**src/rtl/control_pkg.sv**
```systemverilog
// ---------------------------------------------------------------------------
// control_pkg
// Shared definitions for the game control unit.
//   STATE_W : width of the state code (also the width of the debug LED bus)
//   state_t : 3-bit state encoding
// Codes 7 is unused; the FSM steers it back to INIT.
// ---------------------------------------------------------------------------
package control_pkg;

  localparam int STATE_W = 3;

  typedef enum logic [STATE_W-1:0] {
    INIT       = 3'd0,
    SETUP      = 3'd1,
    PLAY_FPGA  = 3'd2,
    PLAY_USER  = 3'd3,
    CHECK      = 3'd4,
    NEXT_ROUND = 3'd5,
    RESULT     = 3'd6
  } state_t;

endpackage

```
**src/rtl/edge_detect.sv**
```systemverilog
// ---------------------------------------------------------------------------
// edge_detect
// Brings an asynchronous push-button level into the clock domain with a
// 2-flop synchronizer and turns its rising edge into a registered,
// single-cycle pulse.
// Ports:
//   clk   : clock, rising edge
//   rst   : asynchronous active-high reset, clears every flop
//   din   : asynchronous level input
//   pulse : one-cycle pulse, 3 clocks after din rises
// ---------------------------------------------------------------------------
module edge_detect (
  input  logic clk,
  input  logic rst,
  input  logic din,
  output logic pulse
);

  logic sync_1;
  logic sync_2;
  logic sync_prev;

  // Two synchronizer stages, a delayed copy for edge detection, and a
  // registered pulse so the pulse itself is glitch-free.
  always_ff @(posedge clk or posedge rst) begin
    if (rst) begin
      sync_1    <= 1'b0;
      sync_2    <= 1'b0;
      sync_prev <= 1'b0;
      pulse     <= 1'b0;
    end else begin
      sync_1    <= din;
      sync_2    <= sync_1;
      sync_prev <= sync_2;
      pulse     <= sync_2 & ~sync_prev;
    end
  end

endmodule

```
**src/rtl/control_unit.sv**
```systemverilog
// ---------------------------------------------------------------------------
// control_unit
// Moore FSM sequencing the memory game: setup, FPGA sequence playback, user
// entry, check, next round and result display. E4 is the only Mealy output.
// Configuration macro: ENTER_SYNC_EN
//   defined   : enter goes through edge_detect (sync + rising-edge pulse)
//   undefined : enter is used directly as a synchronous one-cycle pulse
// Ports:
//   CLOCK_50  : clock, rising edge
//   reset     : asynchronous active-high reset (forces INIT)
//   enter     : user confirm, active high
//   end_FPGA, end_User, end_time, win, match : datapath status inputs
//   R1 / R2   : full game clear / round and user-timer clear
//   E1..E5    : setup load, FPGA run, user run, store entry, round increment
//   SEL       : 0 = game display, 1 = result display
//   state     : current state code for debug LEDs
// ---------------------------------------------------------------------------
module control_unit
  import control_pkg::*;
(
  input  logic               CLOCK_50,
  input  logic               reset,
  input  logic               enter,
  input  logic               end_FPGA,
  input  logic               end_User,
  input  logic               end_time,
  input  logic               win,
  input  logic               match,
  output logic               R1,
  output logic               R2,
  output logic               E1,
  output logic               E2,
  output logic               E3,
  output logic               E4,
  output logic               E5,
  output logic               SEL,
  output logic [STATE_W-1:0] state
);

  state_t state_q;
  state_t state_d;
  logic   enter_pulse;

`ifdef ENTER_SYNC_EN
  edge_detect u_edge_detect (
    .clk   (CLOCK_50),
    .rst   (reset),
    .din   (enter),
    .pulse (enter_pulse)
  );
`else
  assign enter_pulse = enter;
`endif

  // State register
  always_ff @(posedge CLOCK_50 or posedge reset) begin
    if (reset) begin
      state_q <= INIT;
    end else begin
      state_q <= state_d;
    end
  end

  // Next-state logic: each state only looks at the inputs it consumes, so
  // stray status pulses elsewhere are ignored. end_time beats end_User.
  always_comb begin
    state_d = state_q;
    case (state_q)
      INIT:       state_d = SETUP;
      SETUP:      if (enter_pulse) state_d = PLAY_FPGA;
      PLAY_FPGA:  if (end_FPGA) state_d = PLAY_USER;
      PLAY_USER: begin
        if (end_time) begin
          state_d = RESULT;
        end else if (end_User) begin
          state_d = CHECK;
        end
      end
      CHECK: begin
        if (win) begin
          state_d = RESULT;
        end else if (match) begin
          state_d = NEXT_ROUND;
        end else begin
          state_d = RESULT;
        end
      end
      NEXT_ROUND: state_d = PLAY_FPGA;
      RESULT:     if (enter_pulse) state_d = INIT;
      default:    state_d = INIT;
    endcase
  end

  // Output decode from the registered state; E4 is additionally gated by
  // the enter pulse while the user is entering.
  always_comb begin
    R1  = 1'b0;
    R2  = 1'b0;
    E1  = 1'b0;
    E2  = 1'b0;
    E3  = 1'b0;
    E4  = 1'b0;
    E5  = 1'b0;
    SEL = 1'b0;
    case (state_q)
      INIT: begin
        R1 = 1'b1;
        R2 = 1'b1;
      end
      SETUP:     E1 = 1'b1;
      PLAY_FPGA: E2 = 1'b1;
      PLAY_USER: begin
        E3 = 1'b1;
        E4 = enter_pulse;
      end
      NEXT_ROUND: begin
        E5 = 1'b1;
        R2 = 1'b1;
      end
      RESULT:  SEL = 1'b1;
      default: ;
    endcase
  end

  assign state = state_q;

endmodule

```
**config.mk**
```make
export PLATFORM = sky130hd
export DESIGN_NAME = control_unit
export DESIGN_NICKNAME = d
export VERILOG_FILES = /design/src/rtl/control_pkg.sv /design/src/rtl/edge_detect.sv /design/src/rtl/control_unit.sv
export SDC_FILE = /design/constraint.sdc
export NUM_CORES = 1
export LEC_CHECK = 0
export BUFFER_PORTS_ARGS = -buffer_cell sky130_fd_sc_hd__buf_2
export CAP_MARGIN = 10
export CORE_AREA = 2 2 39 41
export CTS_CLUSTER_SIZE = 24
export DETAILED_ROUTE_END_ITERATION = 12
export DIE_AREA = 0 0 41 43
export GPL_TIMING_DRIVEN = 1
export HOLD_SLACK_MARGIN = 0.08
export PLACE_DENSITY = 0.45
export SLEW_MARGIN = 20
export SYNTH_ARGS = -nofsm -noshare
export SYNTH_HDL_FRONTEND = slang
export SYNTH_SLANG_ARGS = --single-unit
export TNS_END_PERCENT = 50
```
**constraint.sdc**
```tcl
create_clock -name CLOCK_50 -period 1.5 [get_ports CLOCK_50]
set_clock_uncertainty 0.1 [all_clocks]
set_input_delay 0.3 -clock CLOCK_50 [delete_from_list [all_inputs] [get_ports CLOCK_50]]
set_output_delay 0.3 -clock CLOCK_50 [all_outputs]
set_load 0.02 [all_outputs]
```
; Word-level counts from Yosys, hierarchy flattened
; Cells that the tools add are included.
[classes]
n_mul = 0
bitwise_logic = 0
n_shift = 0
n_lt_le_gt_ge = 0
reduce_logical = 3
n_addsub = 0
div_mod_pow = 0
mux = 16
eq_ne = 10
[op_table]
columns = op, count
row1 = $pmux 3 s7, 1
row2 = $mux 3, 5
row3 = $eq 3x3->1 const B, 3
row4 = $mux 1, 8
row5 = $eq 3x2->1 const B, 2
row6 = $ne 2x2->1 const B, 3
row7 = $mux 2, 2
row8 = $reduce_and 4->1, 1
row9 = $eq 3x1->1 const B, 1
row10 = $logic_not 3->1, 1
row11 = $ne 3x3->1 const B, 1
row12 = $reduce_or 2->1, 1
[word_totals]
latchBits = 0
mem_bits_ro = 0
ram_bits = 0
input_bits = 8
memories = 0
out_inout_bits = 11
regBits = 3

; Longest topological paths before layout
[logic_depth]
depth_word = 3
mapped_depth = 4
depth_no_buf = 3

; Worst setup path before layout
; No wires, ideal clock.
[synth_path]
path_kind = reg-to-output
startpoint = register state_q[2], in the netlist state[2]
endpoint = output port R2
path_slack_ns = -0.369
path_buffers = 1
arrival_time_ns = 1.469
stages_incl_launch_ff = 4
path_cell_list = dfrtp_1 -> buf_2 -> nor3_1 -> or2_1
[synth_via]
elab_chain_len = 3
[synth_lines]
columns = item, line_no
row1 = start: declaration, control_unit.sv:40  ; state_t state_q;
row2 = start signal: assignment, control_unit.sv:60  ; state_q <= state_d;
row3 = $eq 3x3->1 or $logic_not 3->1 (tied branches), control_unit.sv:105  ; case (state_q)
row4 = $reduce_or 2->1 (no source line) *, --
row5 = $mux 1 *, control_unit.sv:105
row6 = end: declaration, control_unit.sv:30  ; output logic R2,
; Every way passes the cells marked *; elsewhere a longest branch is shown, timed or not.

; Final worst setup path
[layout_path]
startpoint = register state_q[2], in the netlist state[2]
endpoint = output port E4
[layout_via]
elab_chain_len = 2
[layout_lines]
columns = item, line_no
row1 = $eq 3x2->1, control_unit.sv:105
row2 = $mux 1, control_unit.sv:105
row3 = end: declaration, control_unit.sv:34  ; output logic E4,
; Every way passes these cells.

==> results.yml <==
die:
  io_pins: 19
  fp.dieW_microns: 41
  initial_core_util: 0.174
  placeableCoreArea_sq_mm: 0.00138
  floorplan.die.height_microns: 43
  placement_rows: 14
  design.die.area_sq_mm: 0.00176
synthesis:
  post-synth-top-area-cell: "sky130_fd_sc_hd__dfrtp_1"
  synth.net_count: 38
  synth.avg_cell_area_sq_um: 8.01
  post_synth_xor_area_fraction: 0
  synth-adder-area-share: 0
  synth.top_cell.area_share: 0.313
  yosysSeqAreaShare: 0.313
  synth_compound_area_frac: 0.208
  combinational_family_with_the_most_area_after_synthesis: "simple AND/OR/NAND/NOR gates"
  yosys_register_bits: 3
  netlist_instances: 30
  yosys-mux-area-fraction: 0
  ys_top_cells_by_area: "sky130_fd_sc_hd__dfrtp_1 31%, sky130_fd_sc_hd__nand2_1 6.3%, sky130_fd_sc_hd__o221ai_2 6.3%"
  yosys_warnings: 0
  synth-simple-area-share: 0.391
  yosys.cell_types.count: 19
  post_synth_instance_area_sq_um: 240
outcome:
  failing_checks: "negative setup slack"
  run_status: "complete, but fails checks"
cts:
  clk_transition_reported_paths_ns: 0.04
  tritoncts_clock_tree: "done"
  insertion_delay_ns: 0.23
  numClockSinks: 3
  cts.root.buffer_cell: "sky130_fd_sc_hd__clkbuf_4"
  tritoncts.num_buffers: 3
  clk_path_buf_depth: 2
  h-tree-depth: 1
setup_path:
  data_required_critical_path_ns: 1.10
  crit_path_end_kind: "output port"
  worstSetupPathType: "reg2out"
  timing.critical_path.fanout_max: 5
  crit_arrival_ns: 1.20
  start_kind: "flip-flop"
pwr:
  peakVddDrop_uv: 691
  power.leakage_nw: 0.245
  power_density_mw_per_mm2: 2250
finish:
  n_antenna_cell: 0
  nNetsFinal: 65
  largest_register_ff_count: 3
  layout-drive-gt1-share: 0.679
  layoutNonFillerInstCount: 72
  synthToLayoutAreaGrowth_pct: 102
  layout.cell_area.non_filler_sq_um: 484
timing:
  slew_headroom: 0.884
  rsz_0062_raised_after_global_routing: "true"
  number_of_pins_exceeding_their_max_slew_limit_in_the_final_report: 0
  finalWorstPathRequiredPeriod_ns: 1.60
  final.setup.worst_slack_ns: -0.0989
  timing.fmax_mhz: 625
  period_share: 1.07
  final-setup-viol-count: 6
  timing_hold_violations_final: 0
  worst_slew_pin_slew_ns: 0.174
route:
  vias_per_cell: 4.13
  drt_pre_antenna_iters: 2
  route.detailed.drc: 0
  route.detailed.wl_per_inst_microns: 9.72
  antenna_viol_nets_final: 0
  drt_wl_total_microns: 700
  route.vias.total: 297
  drt_iter0_markers: 3
placement:
  port-buffer-count: 18
  place.detailed.instances: 66
  gp_routability_congestion: 0.762
  placement.cell_area_sq_um: 389
min_path:
  worstHoldPathType: "in2reg"
global_route:
  grt_start_max_net_pins: 8
  grt_antenna_before_repair: 0
  sum_of_overflow_across_all_layers_after_global_routing: 0
  grt_usage: 0.114
  number_of_global_route_vias_before_repair: 313
  grt_first_pass_wirelength_mm: 1.27
run:
  cap_viol_max_count: 0
## cell type report
class / instances / area, sq um
inverters: 3 / 11.3
repair buffers: 24 / 174
well taps: 16 / 20.0
fillers: 151 / 900
multi-input cells: 22 / 174
clock buffers: 4 / 26.3
flip-flops and latches: 3 / 78.8
## worst max-delay path, stage by stage (launching register included)
cell	delay, ns
sky130_fd_sc_hd__dfrtp_2	0.43
sky130_fd_sc_hd__and3b_2	0.28
sky130_fd_sc_hd__and2_4	0.14
sky130_fd_sc_hd__buf_6	0.10
## metrics by stage
step / worst slack [ns] / utilization / setup TNS, ns / power (mW) / hold WS (ns)
floorplan: -0.147 / - / -0.475 / 0.597 / -0.0464
global placement: 0.0831 / 0.281 / 0 / 0.823 / 0.0732
detailed placement: 0.0889 / 0.281 / 0 / 0.818 / 0.0645
CTS: -0.116 / 0.330 / -0.560 / 1.05 / 0.228
global route: -0.167 / 0.350 / -0.843 / 1.19 / 0.239
finish: -0.0989 / 0.350 / -0.401 / 1.09 / 0.227
## report_power, final
part | switching [mW] | total, mW | internal [mW] | leakage [nW]
registers | 0.0616 | 0.188 | 0.126 | 0.0325
clock network | 0.0432 | 0.143 | 0.0998 | 0.0150
logic | 0.390 | 0.760 | 0.370 | 0.197
total | 0.495 | 1.09 | 0.596 | 0.245
## worst paths after layout
check / cells past startpoint / endpoint / slack, ns / start
max in group asynchronous: 3 / state[2] / 0.78 / reset
min in group asynchronous: 3 / state[0] / 0.37 / reset
worst min-delay path: 3 / state[2] / 0.23 / end_User
worst min register to register: 3 / state[2] / 0.56 / state[0]
worst max-delay path: 3 / E4 / -0.1 / state[2]
worst max register to register: 4 / state[1] / 0.21 / state[0]
## logic make-up (layout without fill, tap and decap cells)
kind of cell,count (synthesis),in the layout
and+or+nand+nor,15,15
AOI/OAI and AO/OA,7,7
buffers and inverters,5,31
DFF,3,3
## cell usage after synthesis
cell                        number
sky130_fd_sc_hd__nor3b_2         1
sky130_fd_sc_hd__and3_1          1
sky130_fd_sc_hd__a2bb2oi_1       1
sky130_fd_sc_hd__dfrtp_1         3
sky130_fd_sc_hd__and2_1          1
sky130_fd_sc_hd__a31oi_1         1
sky130_fd_sc_hd__nand2_1         4
sky130_fd_sc_hd__nand3_1         1
sky130_fd_sc_hd__inv_1           3
sky130_fd_sc_hd__nor2_1          1
sky130_fd_sc_hd__o21ai_0         2
sky130_fd_sc_hd__nor3b_1         1
sky130_fd_sc_hd__nor3_1          2
sky130_fd_sc_hd__or3b_4          1
sky130_fd_sc_hd__o221ai_2        1
sky130_fd_sc_hd__a21oi_1         2
sky130_fd_sc_hd__or2_1           1
sky130_fd_sc_hd__and3b_2         1
sky130_fd_sc_hd__buf_2           2
## what timing repair did
item | in CTS | in global routing
buffers inserted | 1 | 0
pin swaps | 3 | 2
cloned | 0 | 0
resized for setup | 10 | 8
endpoints found under the hold margin | 3 | 0
hold buffers | 1 | 0
endpoints found under the setup margin | 8 | 8
## metal layers
metal	part of all wire	global-route usage	vias up
met5	0	0	-
met4	0	0.100	0
met2	0.50	0.150	8
met3	0.059	0.0524	0
met1	0.44	0.129	133
li1	-	-	156
## layout by cell type, fill, tap and decap left out
cell type / netlist / layout
sky130_fd_sc_hd__and3b_2: 1 / 1
sky130_fd_sc_hd__inv_2: 0 / 1
sky130_fd_sc_hd__o221ai_2: 1 / 1
sky130_fd_sc_hd__buf_2: 2 / 11
sky130_fd_sc_hd__nand2_1: 4 / 4
sky130_fd_sc_hd__buf_4: 0 / 7
sky130_fd_sc_hd__dfrtp_2: 0 / 3
sky130_fd_sc_hd__inv_1: 3 / 2
sky130_fd_sc_hd__nor3b_2: 1 / 1
sky130_fd_sc_hd__and3_1: 1 / 1
sky130_fd_sc_hd__a31oi_1: 1 / 1
sky130_fd_sc_hd__nor2_1: 1 / 1
sky130_fd_sc_hd__nor3_2: 0 / 1
sky130_fd_sc_hd__a2bb2oi_1: 1 / 1
sky130_fd_sc_hd__clkbuf_1: 0 / 1
sky130_fd_sc_hd__a21oi_1: 2 / 2
sky130_fd_sc_hd__buf_6: 0 / 5
sky130_fd_sc_hd__or3b_4: 1 / 1
sky130_fd_sc_hd__o21ai_0: 2 / 2
sky130_fd_sc_hd__nor3b_4: 0 / 1
sky130_fd_sc_hd__dlygate4sd3_1: 0 / 1
sky130_fd_sc_hd__nor3_4: 0 / 1
sky130_fd_sc_hd__or2_1: 1 / 1
sky130_fd_sc_hd__and2_4: 0 / 1
sky130_fd_sc_hd__clkbuf_4: 0 / 3
sky130_fd_sc_hd__nand3_1: 1 / 1
Note: power is estimated with default switching activity, not from simulation.
